--- src/rtl/keypad_scan_pkg.sv ---
// Shared definitions for the keypad scanner: FSM states, key code width and
// small decode helpers used by the scanner datapath.
package keypad_scan_pkg;

    localparam int KEY_W = 4;

    typedef enum logic [1:0] {
        ST_SCAN     = 2'd0,
        ST_DEBOUNCE = 2'd1,
        ST_HELD     = 2'd2,
        ST_RELEASE  = 2'd3
    } kp_state_e;

    // Index of the lowest active-low row; the lowest row wins on multi-press.
    function automatic logic [1:0] lowest_low_row(input logic [3:0] rows);
        logic [1:0] idx;
        if (rows[0] == 1'b0) begin
            idx = 2'd0;
        end else if (rows[1] == 1'b0) begin
            idx = 2'd1;
        end else if (rows[2] == 1'b0) begin
            idx = 2'd2;
        end else begin
            idx = 2'd3;
        end
        return idx;
    endfunction

    // Active-low one-cold column drive for a column index.
    function automatic logic [3:0] col_drive(input logic [1:0] col);
        return ~(4'b0001 << col);
    endfunction

endpackage

--- src/rtl/keypad_scan_tick_gen.sv ---
// Parameterised prescaler: emits a one-cycle tick every DIV clock cycles.
// Shared by the scanned peripherals (keypad, display multiplexer).
module scan_tick_gen #(
    parameter int DIV = 50000
) (
    input  logic clk_in,
    input  logic rst_n,
    output logic tick
);

    localparam int CNT_W = (DIV > 1) ? $clog2(DIV) : 1;
    localparam logic [CNT_W-1:0] CNT_MAX = CNT_W'(DIV - 1);

    logic [CNT_W-1:0] cnt_q;
    logic [CNT_W-1:0] cnt_d;
    logic             tick_q;
    logic             tick_d;

    // Next count wraps at CNT_MAX; tick is registered so it is high while count == CNT_MAX.
    always_comb begin
        cnt_d  = cnt_q;
        tick_d = 1'b0;
        if (cnt_q == CNT_MAX) begin
            cnt_d = '0;
        end else begin
            cnt_d = cnt_q + CNT_W'(1);
        end
        tick_d = (cnt_d == CNT_MAX);
    end

    // Prescaler state registers.
    always_ff @(posedge clk_in or negedge rst_n) begin
        if (!rst_n) begin
            cnt_q  <= '0;
            tick_q <= 1'b0;
        end else begin
            cnt_q  <= cnt_d;
            tick_q <= tick_d;
        end
    end

    assign tick = tick_q;

endmodule

--- src/rtl/keypad_scan.sv ---
// 4x4 active-low matrix keypad scanner: drives one column low at a time,
// debounces presses and releases, and reports one hex code per press.
module keypad_scan
    import keypad_scan_pkg::*;
#(
    parameter int SCAN_DIV       = 50000,
    parameter int DEBOUNCE_SCANS = 4
) (
    input  logic             clk_in,
    input  logic             rst_n,
    input  logic [3:0]       row_in,
    output logic [3:0]       col_out,
    output logic [KEY_W-1:0] key_code,
    output logic             key_valid,
    output logic             key_down
);

    localparam logic [3:0] DBC_LAST = 4'(DEBOUNCE_SCANS - 1);

    logic             tick_s;
    logic [3:0]       rows_meta_q;
    logic [3:0]       rows_sync_q;
    logic [3:0]       rows_s;
    logic             hit_s;
    logic [1:0]       row_s;
    logic [3:0]       dbc_inc_s;

    kp_state_e        state_q,     state_d;
    logic [1:0]       col_q,       col_d;
    logic [1:0]       cand_row_q,  cand_row_d;
    logic [3:0]       dbc_q,       dbc_d;
    logic [3:0]       col_out_q,   col_out_d;
    logic [KEY_W-1:0] key_code_q,  key_code_d;
    logic             key_valid_q, key_valid_d;
    logic             key_down_q,  key_down_d;

    scan_tick_gen #(
        .DIV (SCAN_DIV)
    ) u_tick (
        .clk_in (clk_in),
        .rst_n  (rst_n),
        .tick   (tick_s)
    );

    // Two-flop synchroniser for the asynchronous keypad rows (idle high).
    always_ff @(posedge clk_in or negedge rst_n) begin
        if (!rst_n) begin
            rows_meta_q <= 4'b1111;
            rows_sync_q <= 4'b1111;
        end else begin
            rows_meta_q <= row_in;
            rows_sync_q <= rows_meta_q;
        end
    end

    assign rows_s    = rows_sync_q;
    assign hit_s     = (rows_s != 4'b1111);
    assign row_s     = lowest_low_row(rows_s);
    assign dbc_inc_s = dbc_q + 4'd1;

    // Scan/debounce FSM next-state logic; every decision is qualified by tick.
    always_comb begin
        state_d     = state_q;
        col_d       = col_q;
        cand_row_d  = cand_row_q;
        dbc_d       = dbc_q;
        key_code_d  = key_code_q;
        key_valid_d = 1'b0;
        key_down_d  = key_down_q;
        if (tick_s) begin
            case (state_q)
                ST_SCAN: begin
                    if (hit_s) begin
                        cand_row_d = row_s;
                        dbc_d      = 4'd0;
                        state_d    = ST_DEBOUNCE;
                    end else begin
                        col_d = col_q + 2'd1;
                    end
                end
                ST_DEBOUNCE: begin
                    if (hit_s && (row_s == cand_row_q)) begin
                        dbc_d = dbc_inc_s;
                        if (dbc_inc_s >= DBC_LAST) begin
                            key_code_d  = {cand_row_q, col_q};
                            key_valid_d = 1'b1;
                            key_down_d  = 1'b1;
                            state_d     = ST_HELD;
                        end else begin
                            state_d = ST_DEBOUNCE;
                        end
                    end else begin
                        // Same column is rescanned: col is left untouched.
                        state_d = ST_SCAN;
                    end
                end
                ST_HELD: begin
                    if (!hit_s) begin
                        dbc_d   = 4'd0;
                        state_d = ST_RELEASE;
                    end else begin
                        state_d = ST_HELD;
                    end
                end
                ST_RELEASE: begin
                    if (!hit_s) begin
                        dbc_d = dbc_inc_s;
                        if (dbc_inc_s >= DBC_LAST) begin
                            key_down_d = 1'b0;
                            col_d      = col_q + 2'd1;
                            state_d    = ST_SCAN;
                        end else begin
                            state_d = ST_RELEASE;
                        end
                    end else begin
                        // Release bounce: back to held without a new report.
                        state_d = ST_HELD;
                    end
                end
                default: begin
                    state_d = ST_SCAN;
                end
            endcase
        end else begin
            state_d = state_q;
        end
        col_out_d = col_drive(col_d);
    end

    // FSM, column and output registers.
    always_ff @(posedge clk_in or negedge rst_n) begin
        if (!rst_n) begin
            state_q     <= ST_SCAN;
            col_q       <= 2'd0;
            cand_row_q  <= 2'd0;
            dbc_q       <= 4'd0;
            col_out_q   <= 4'b1110;
            key_code_q  <= '0;
            key_valid_q <= 1'b0;
            key_down_q  <= 1'b0;
        end else begin
            state_q     <= state_d;
            col_q       <= col_d;
            cand_row_q  <= cand_row_d;
            dbc_q       <= dbc_d;
            col_out_q   <= col_out_d;
            key_code_q  <= key_code_d;
            key_valid_q <= key_valid_d;
            key_down_q  <= key_down_d;
        end
    end

    assign col_out   = col_out_q;
    assign key_code  = key_code_q;
    assign key_valid = key_valid_q;
    assign key_down  = key_down_q;

endmodule

--- config.mk ---
export PLATFORM = sky130hd
export DESIGN_NAME = keypad_scan
export DESIGN_NICKNAME = d
export VERILOG_FILES = /design/src/rtl/keypad_scan_pkg.sv /design/src/rtl/keypad_scan_tick_gen.sv /design/src/rtl/keypad_scan.sv
export SDC_FILE = /design/constraint.sdc
export NUM_CORES = 1
export LEC_CHECK = 0
export BUFFER_PORTS_ARGS = -buffer_cell sky130_fd_sc_hd__buf_2
export CAP_MARGIN = 40
export CORE_UTILIZATION = 53
export CTS_BUF_LIST = sky130_fd_sc_hd__clkbuf_16
export DETAILED_ROUTE_END_ITERATION = 8
export GPL_ROUTABILITY_DRIVEN = 0
export PLACE_DENSITY = 0.78
export SLEW_MARGIN = 20
export SYNTH_ARGS = -nofsm -noshare
export SYNTH_HDL_FRONTEND = slang
export SYNTH_SLANG_ARGS = --single-unit
--- constraint.sdc ---
create_clock -name clk_in -period 1.9 [get_ports clk_in]
set_clock_uncertainty 0.1 [all_clocks]
set_input_delay 0.19 -clock clk_in [delete_from_list [all_inputs] [get_ports clk_in]]
set_output_delay 0.19 -clock clk_in [all_outputs]
set_load 0.01 [all_outputs]
==> results of run 1 <==
## final timing paths
| kind | from | endpoint | slack [ns] | depth (start not counted) |
|---|---|---|---|---|
| worst max-delay path | dbc_q[0] | col_out[0] | -0.02 | 8 |
| worst min-delay path | rst_n | u_tick.cnt_q[8] | 0.23 | 2 |
| worst max register to register | dbc_q[0] | col_out[0] | -0.02 | 8 |
| worst min register to register | rows_meta_q[2] | rows_s[2] | 0.26 | 0 |
| max in group asynchronous | rst_n | rows_s[0] | 0.88 | 3 |
| min in group clk_in | rows_meta_q[2] | rows_s[2] | 0.26 | 0 |
## through the flow
step	total power, uW	instance area, sq um	util	hold slack [ns]
5_1_grt	2220	3070	0.762	0.258
4_1_cts	2170	2940	0.729	0.246
2_1_floorplan	1000	2260	-	-0.206
3_3_place_gp	1030	2600	0.646	0.0101
3_5_place_dp	1030	2600	0.646	0.00897
6_report	2150	3070	0.762	0.232
## layout make-up
type | instances | area share
Inverter | 10 | 0.0122
Clock inverter | 3 | 0.0224
Timing Repair Buffer | 57 | 0.134
Multi-Input combinational cell | 146 | 0.398
Clock buffer | 5 | 0.0407
Tap cell | 50 | 0.0204
Sequential cell | 45 | 0.372
## cells in the final DEF (no fill, tap or decap), types with 3 or more instances in the layout
cell and count:
a31oi_1 4, dfstp_2 11, nand2_1 13, mux2_2 3, dfrtp_2 3, inv_1 9, dlygate4sd3_1 5, xnor2_1 8
buf_2 15, clkbuf_16 5, or2_2 4, nand3b_1 3, o21ai_0 11, dfrtp_1 31, nand3_1 6, o31ai_1 3
ha_1 3, xor2_1 5, nor2_1 14, a21o_1 3, nand4_1 5, and2_1 3, buf_4 35, nor2b_1 3
## per-layer routing
| layer | vias to the layer above | share of wire |
|---|---|---|
| li1 | 865 | - |
| met1 | 875 | 0.45 |
| met2 | 47 | 0.48 |
| met3 | 12 | 0.040 |
| met4 | 0 | 0.021 |
| met5 | - | 0 |
## registers in the layout, summed over array words and instances, names as in the netlist
name	flops
u_tick.cnt_q	16
col_out	4
dbc_q	4
key_code	4
rows_meta_q	4
rows_s	4
cand_row_q	2
col_q	2
state_q	2
key_down	1
key_valid	1
u_tick.tick	1
## power groups by stage
stage | clock network, uW | registers (uW) | logic (uW)
global placement | 0 | 996 | 35.1
floorplan | 0 | 995 | 6.62
global route | 1190 | 980 | 51.2
CTS | 1150 | 979 | 44.2
detailed placement | 0 | 996 | 36.0
finish | 1130 | 980 | 44.6
## what timing repair did
action / 4_1_cts / 5_1_grt
buffers inserted: 2 / 3
pin swaps: 3 / 8
hold buffers: 5 / 0
endpoints found under the hold margin: 17 / 0
resized for setup: 16 / 25
endpoints found under the setup margin: 12 / 16
gates cloned: 0 / 0
## logic make-up after synthesis
| kind of cell | after synthesis | synth area share |
|---|---|---|
| DFF | 45 | 0.507 |
| and+or+nand+nor | 78 | 0.212 |
| AOI/OAI and AO/OA | 43 | 0.137 |
| buffers and inverters | 14 | 0.0306 |
| adders and majority gates | 7 | 0.0389 |
| xor gates and xnor gates | 14 | 0.0545 |
| muxes | 4 | 0.0200 |
==> flow_metrics.tcl, run 1 <==
set metrics [dict create \
    status "complete, but fails checks" \
    violations "setup timing" \
    setup_viol 1 \
    hold_path.class "in -> async" \
    synth_edf_count 0 \
    multi_input_area_sq_um 1220 \
    wl_per_cell_microns 15.2 \
    required_ns 1.97 \
    seq_power_share 0.456 \
    arrival_ns 1.99 \
    ys_seq_elements 45 \
    endpoint_kind "flop" \
    ir_worst_vdd_v 0.000667 \
    dpl.hpwl_microns 3110 \
    yosys.area.top_type "dfrtp_1" \
    remaining_drc_errors 0 \
    synth_nets 218 \
    fin_nets 278 \
    place_ws_ns -0.0887 \
    tightest_slew_ns 0.381 \
    hold_viol 0 \
    cp_cell_sequence "inv_2, ha_4, nor4_4, a41oi_2, buf_4, o2bb2ai_2, a22oi_2, or2_2" \
    synth_most_common_cell "dfrtp_1" \
    ios 16 \
    met2_usage 0.353 \
    cp_slowest_cell "dfrtp_2" \
    cp_top_family "flip-flops" \
    max_slew_margin 0.744 \
    synth_ff_type "dfrtp_1" \
    vias 1799 \
    die_height_microns 67.2 \
    rsz0062_at_grt "true" \
    globalRouteOverflowTotal 0 \
    ys_types 49 \
    grt_pass1_vias 1748 \
    period_needed_ns 1.92 \
    p_leak_uw 0.00139 \
    met3_usage 0.0591 \
    drv_slew 0 \
    initial_utilization 0.558 \
    num_rows 23 \
    ant_nets 0 \
    port_buffers 15 \
    use_met1 0.311 \
    wirelength_microns 4820 \
    drt_iter0_drc 109 \
    cts-root-buf "clkbuf_16" \
    syn_area_per_cell_sq_um 11.0 \
    synthArstFlopShare 1.00 \
    max-cap-violations 0 \
    synthCells 205 \
    p_switching_uw 401 \
    synth_top_cells_by_count "34 x dfrtp_1, 15 x nand2_1, 14 x nor2_1" \
    clock_path_buffers 2 \
    instances_no_fill 316 \
    core-area_sq_um 4030 \
    syn2layout_area_growth_pct 36.5 \
    die_x_microns 67.2 \
    clkPwrFrac 0.524 \
    syn_area_sq_um 2250 \
    cts_tree "yes" \
    intPower_uw 1750 \
    antenna_found_initial 0 \
    synth_top_area_frac 0.378 \
    worst_setup_hold_path_clk_slew_ns 0.07 \
    swShare 0.186 \
    viasPerCell 5.69 \
    htreeDepth 2 \
    track_usage 0.230 \
    grt_max_degree 19 \
    worstPathBufferInverterCount 2 \
    dieArea_sq_um 4510 \
    ys_seq_area_frac 0.507 \
    cellPowerDensity_nw_per_um2 701 \
    drive_above_1_share 0.447 \
    start_kind "flop" \
    crit_path_max_incr_delay_ns 0.45 \
    synth_area_leaders "dfrtp_1 38%, dfstp_2 13%, ha_1 3.9%, xnor2_1 3.5%, o21ai_0 2.9%" \
    layout_worst_path_cycle_share 1.01 \
    pwr-share-comb 0.021 \
    grt-busiest-layer "met2" \
    cp_max_fo 5 \
    grt_pass1_wl_microns 7690 \
    cts_buffers 5 \
    clock.fmax_ghz 0.521 \
    cts_sinks 45 \
    antenna_cells 0 \
    yosys_warnings 0 \
    nFillCells 258 \
    placed_cells 298 \
    path_class "reg -> reg" \
    firstDrtPassIters 4 \
    setup_ws_ns -0.0177 \
    worstSkewPairLatency_ns 0.29 \
    seqCellArea_sq_um 1140 \
    tns_ns -0.0177 \
]
Power figures use the tool's default switching activity.
==> inputs of run 2 (changes only) <==
- CORE_MARGIN: default -> 2
- CORE_UTILIZATION: 53 -> 50
- PLACE_DENSITY: 0.78 -> 0.75
- SLEW_MARGIN: 20 -> 15
==> flow_metrics.tcl, run 2 (same netlist as run 1, synthesis figures left out) <==
set metrics [dict create \
    status "complete, but fails checks" \
    violations "setup timing" \
    start_kind "flop" \
    num_rows 24 \
    clkPwrFrac 0.459 \
    setup_ws_ns -0.0677 \
    port_buffers 15 \
    pwr-share-comb 0.024 \
    wirelength_microns 4970 \
    antenna_cells 0 \
    instances_no_fill 323 \
    die_x_microns 71.1 \
    nFillCells 293 \
    final_common_cell "buf_4" \
    remaining_drc_errors 0 \
    place_area_sq_um 2610 \
    ir_worst_vdd_v 0.000562 \
    p_leak_uw 0.00137 \
    fin_nets 283 \
    ant_nets 0 \
    setup_viol 9 \
    drv_slew 0 \
    cts_buffers 5 \
    swShare 0.217 \
    clock.fmax_ghz 0.508 \
    firstDrtPassIters 4 \
    dpl.hpwl_microns 3120 \
    final_cell_area_sq_um 3070 \
    hold_viol 0 \
    worstSkewPairLatency_ns 0.29 \
    die_height_microns 71.1 \
    regMostFlops "u_tick.cnt_q" \
    vias 1798 \
    cp_cell_sequence "inv_2, ha_4, nor2b_2, a41oi_4, o2111a_2, mux2_4" \
    rsz0062_at_grt "true" \
    cts_tree "yes" \
    largest_reg_flops 16 \
    syn2layout_area_growth_pct 36.6 \
    seqCellArea_sq_um 1140 \
    ios 16 \
    clock_path_buffers 2 \
    power.total_uw 1890 \
    globalRouteOverflowTotal 0 \
    antenna_found_initial 0 \
    initial_utilization 0.517 \
    endpoint_kind "flop" \
    ff2ff_setup_slack_ns -0.07 \
    cts-root-buf "clkbuf_16" \
    r2r_start "dbc_q[0]" \
    whs_endpoint "rows_s[0]" \
    min_from "rows_meta_q[0]" \
    drive_above_1_share 0.435 \
    cp_max_fo 6 \
    cts_sinks 45 \
    p_switching_uw 412 \
    cellPowerDensity_nw_per_um2 616 \
    rr_worst_depth 6 \
    placed_cells 301 \
    max-cap-violations 0 \
    max_slew_margin 0.605 \
    arrival_ns 2.04 \
    grt_max_degree 29 \
    dieArea_sq_um 5050 \
    period_needed_ns 1.97 \
    grt_pass1_wl_microns 8200 \
    hold_depth 0 \
    final_cell_mix "37 x buf_4, 32 x dfrtp_1, 15 x nand2_1, 15 x buf_2" \
    track_usage 0.207 \
    seq_power_share 0.518 \
    multi_input_area_sq_um 1220 \
    worst_setup_hold_path_clk_slew_ns 0.07 \
    tightest_slew_ns 0.592 \
    wl_per_cell_microns 15.4 \
    viasPerCell 5.57 \
    hold_slack_ns 0.255 \
    hold_path.class "reg -> reg" \
    r2r_end "key_code[0]" \
    grt_pass1_vias 1733 \
    core-area_sq_um 4350 \
    drt_iter0_drc 97 \
    crit_path_max_incr_delay_ns 0.46 \
    required_ns 1.97 \
    htreeDepth 2 \
    intPower_uw 1480 \
    path_class "reg -> reg" \
    cp_slowest_cell "dfrtp_2" \
    layout_worst_path_cycle_share 1.04 \
]
==> run 2: worst max-delay path by stage <==
stage | from | end | slack, ns
floorplan | dbc_q[0] | state_q[1] | -0.002
global placement | dbc_q[0] | key_code[2] | -0.05
CTS | dbc_q[0] | key_code[0] | -0.05
detailed placement | dbc_q[0] | key_code[0] | -0.09
finish | dbc_q[0] | key_code[0] | -0.07
global route | dbc_q[0] | col_out[1] | -0.12
==> run 2: stage by stage <==
stage / setup TNS, ns / utilization / setup slack [ns]
after floorplan: -0.00178 / - / -0.00178
after global placement: -0.231 / 0.600 / -0.0531
after detailed placement: -0.480 / 0.600 / -0.0906
after CTS: -0.214 / 0.678 / -0.0500
after global routing: -0.985 / 0.706 / -0.120
final: -0.335 / 0.706 / -0.0677
==> run 2: cell type report <==
cell class	count	area share
clock buffer	5	0.0407
timing repair buffer	62	0.149
inverter	10	0.0122
multi-input combinational	146	0.398
clock inverter	3	0.00692
sequential	45	0.372
tap	52	0.0212
==> run 2: critical path, delay by kind of cell, from the launching register on <==
kind,cells,cell delay [ns]
AOI/OAI and AO/OA,2,0.64
DFF,1,0.46
and+or+nand+nor,1,0.05
muxes,1,0.32
adders and majority gates,1,0.16
buffers and inverters,1,0.11
==> run 2: per-layer routing <==
metal / GRT usage / vias to the layer above / routed length (microns)
met5: 0 / - / 0
met4: 0.0713 / 0 / 64
met3: 0.0541 / 8 / 147
met2: 0.316 / 26 / 2450
met1: 0.290 / 892 / 2310
li1: - / 872 / -
==> run 2: timing repair <==
| item | in CTS | in global routing |
|---|---|---|
| pin swaps | 9 | 8 |
| endpoints found under the hold margin | 19 | 0 |
| hold buffers | 5 | 0 |
| resized for setup | 22 | 22 |
| setup endpoints to repair | 10 | 17 |
| setup buffers | 6 | 3 |
==> run 2: power groups by stage <==
stage / sequential (uW) / clock, uW / combinational, uW
final: 980 / 869 / 44.7
after global routing: 981 / 922 / 51.3
after CTS: 979 / 886 / 44.7
after detailed placement: 996 / 0 / 36.8
after global placement: 996 / 0 / 35.4
after floorplan: 995 / 0 / 6.62
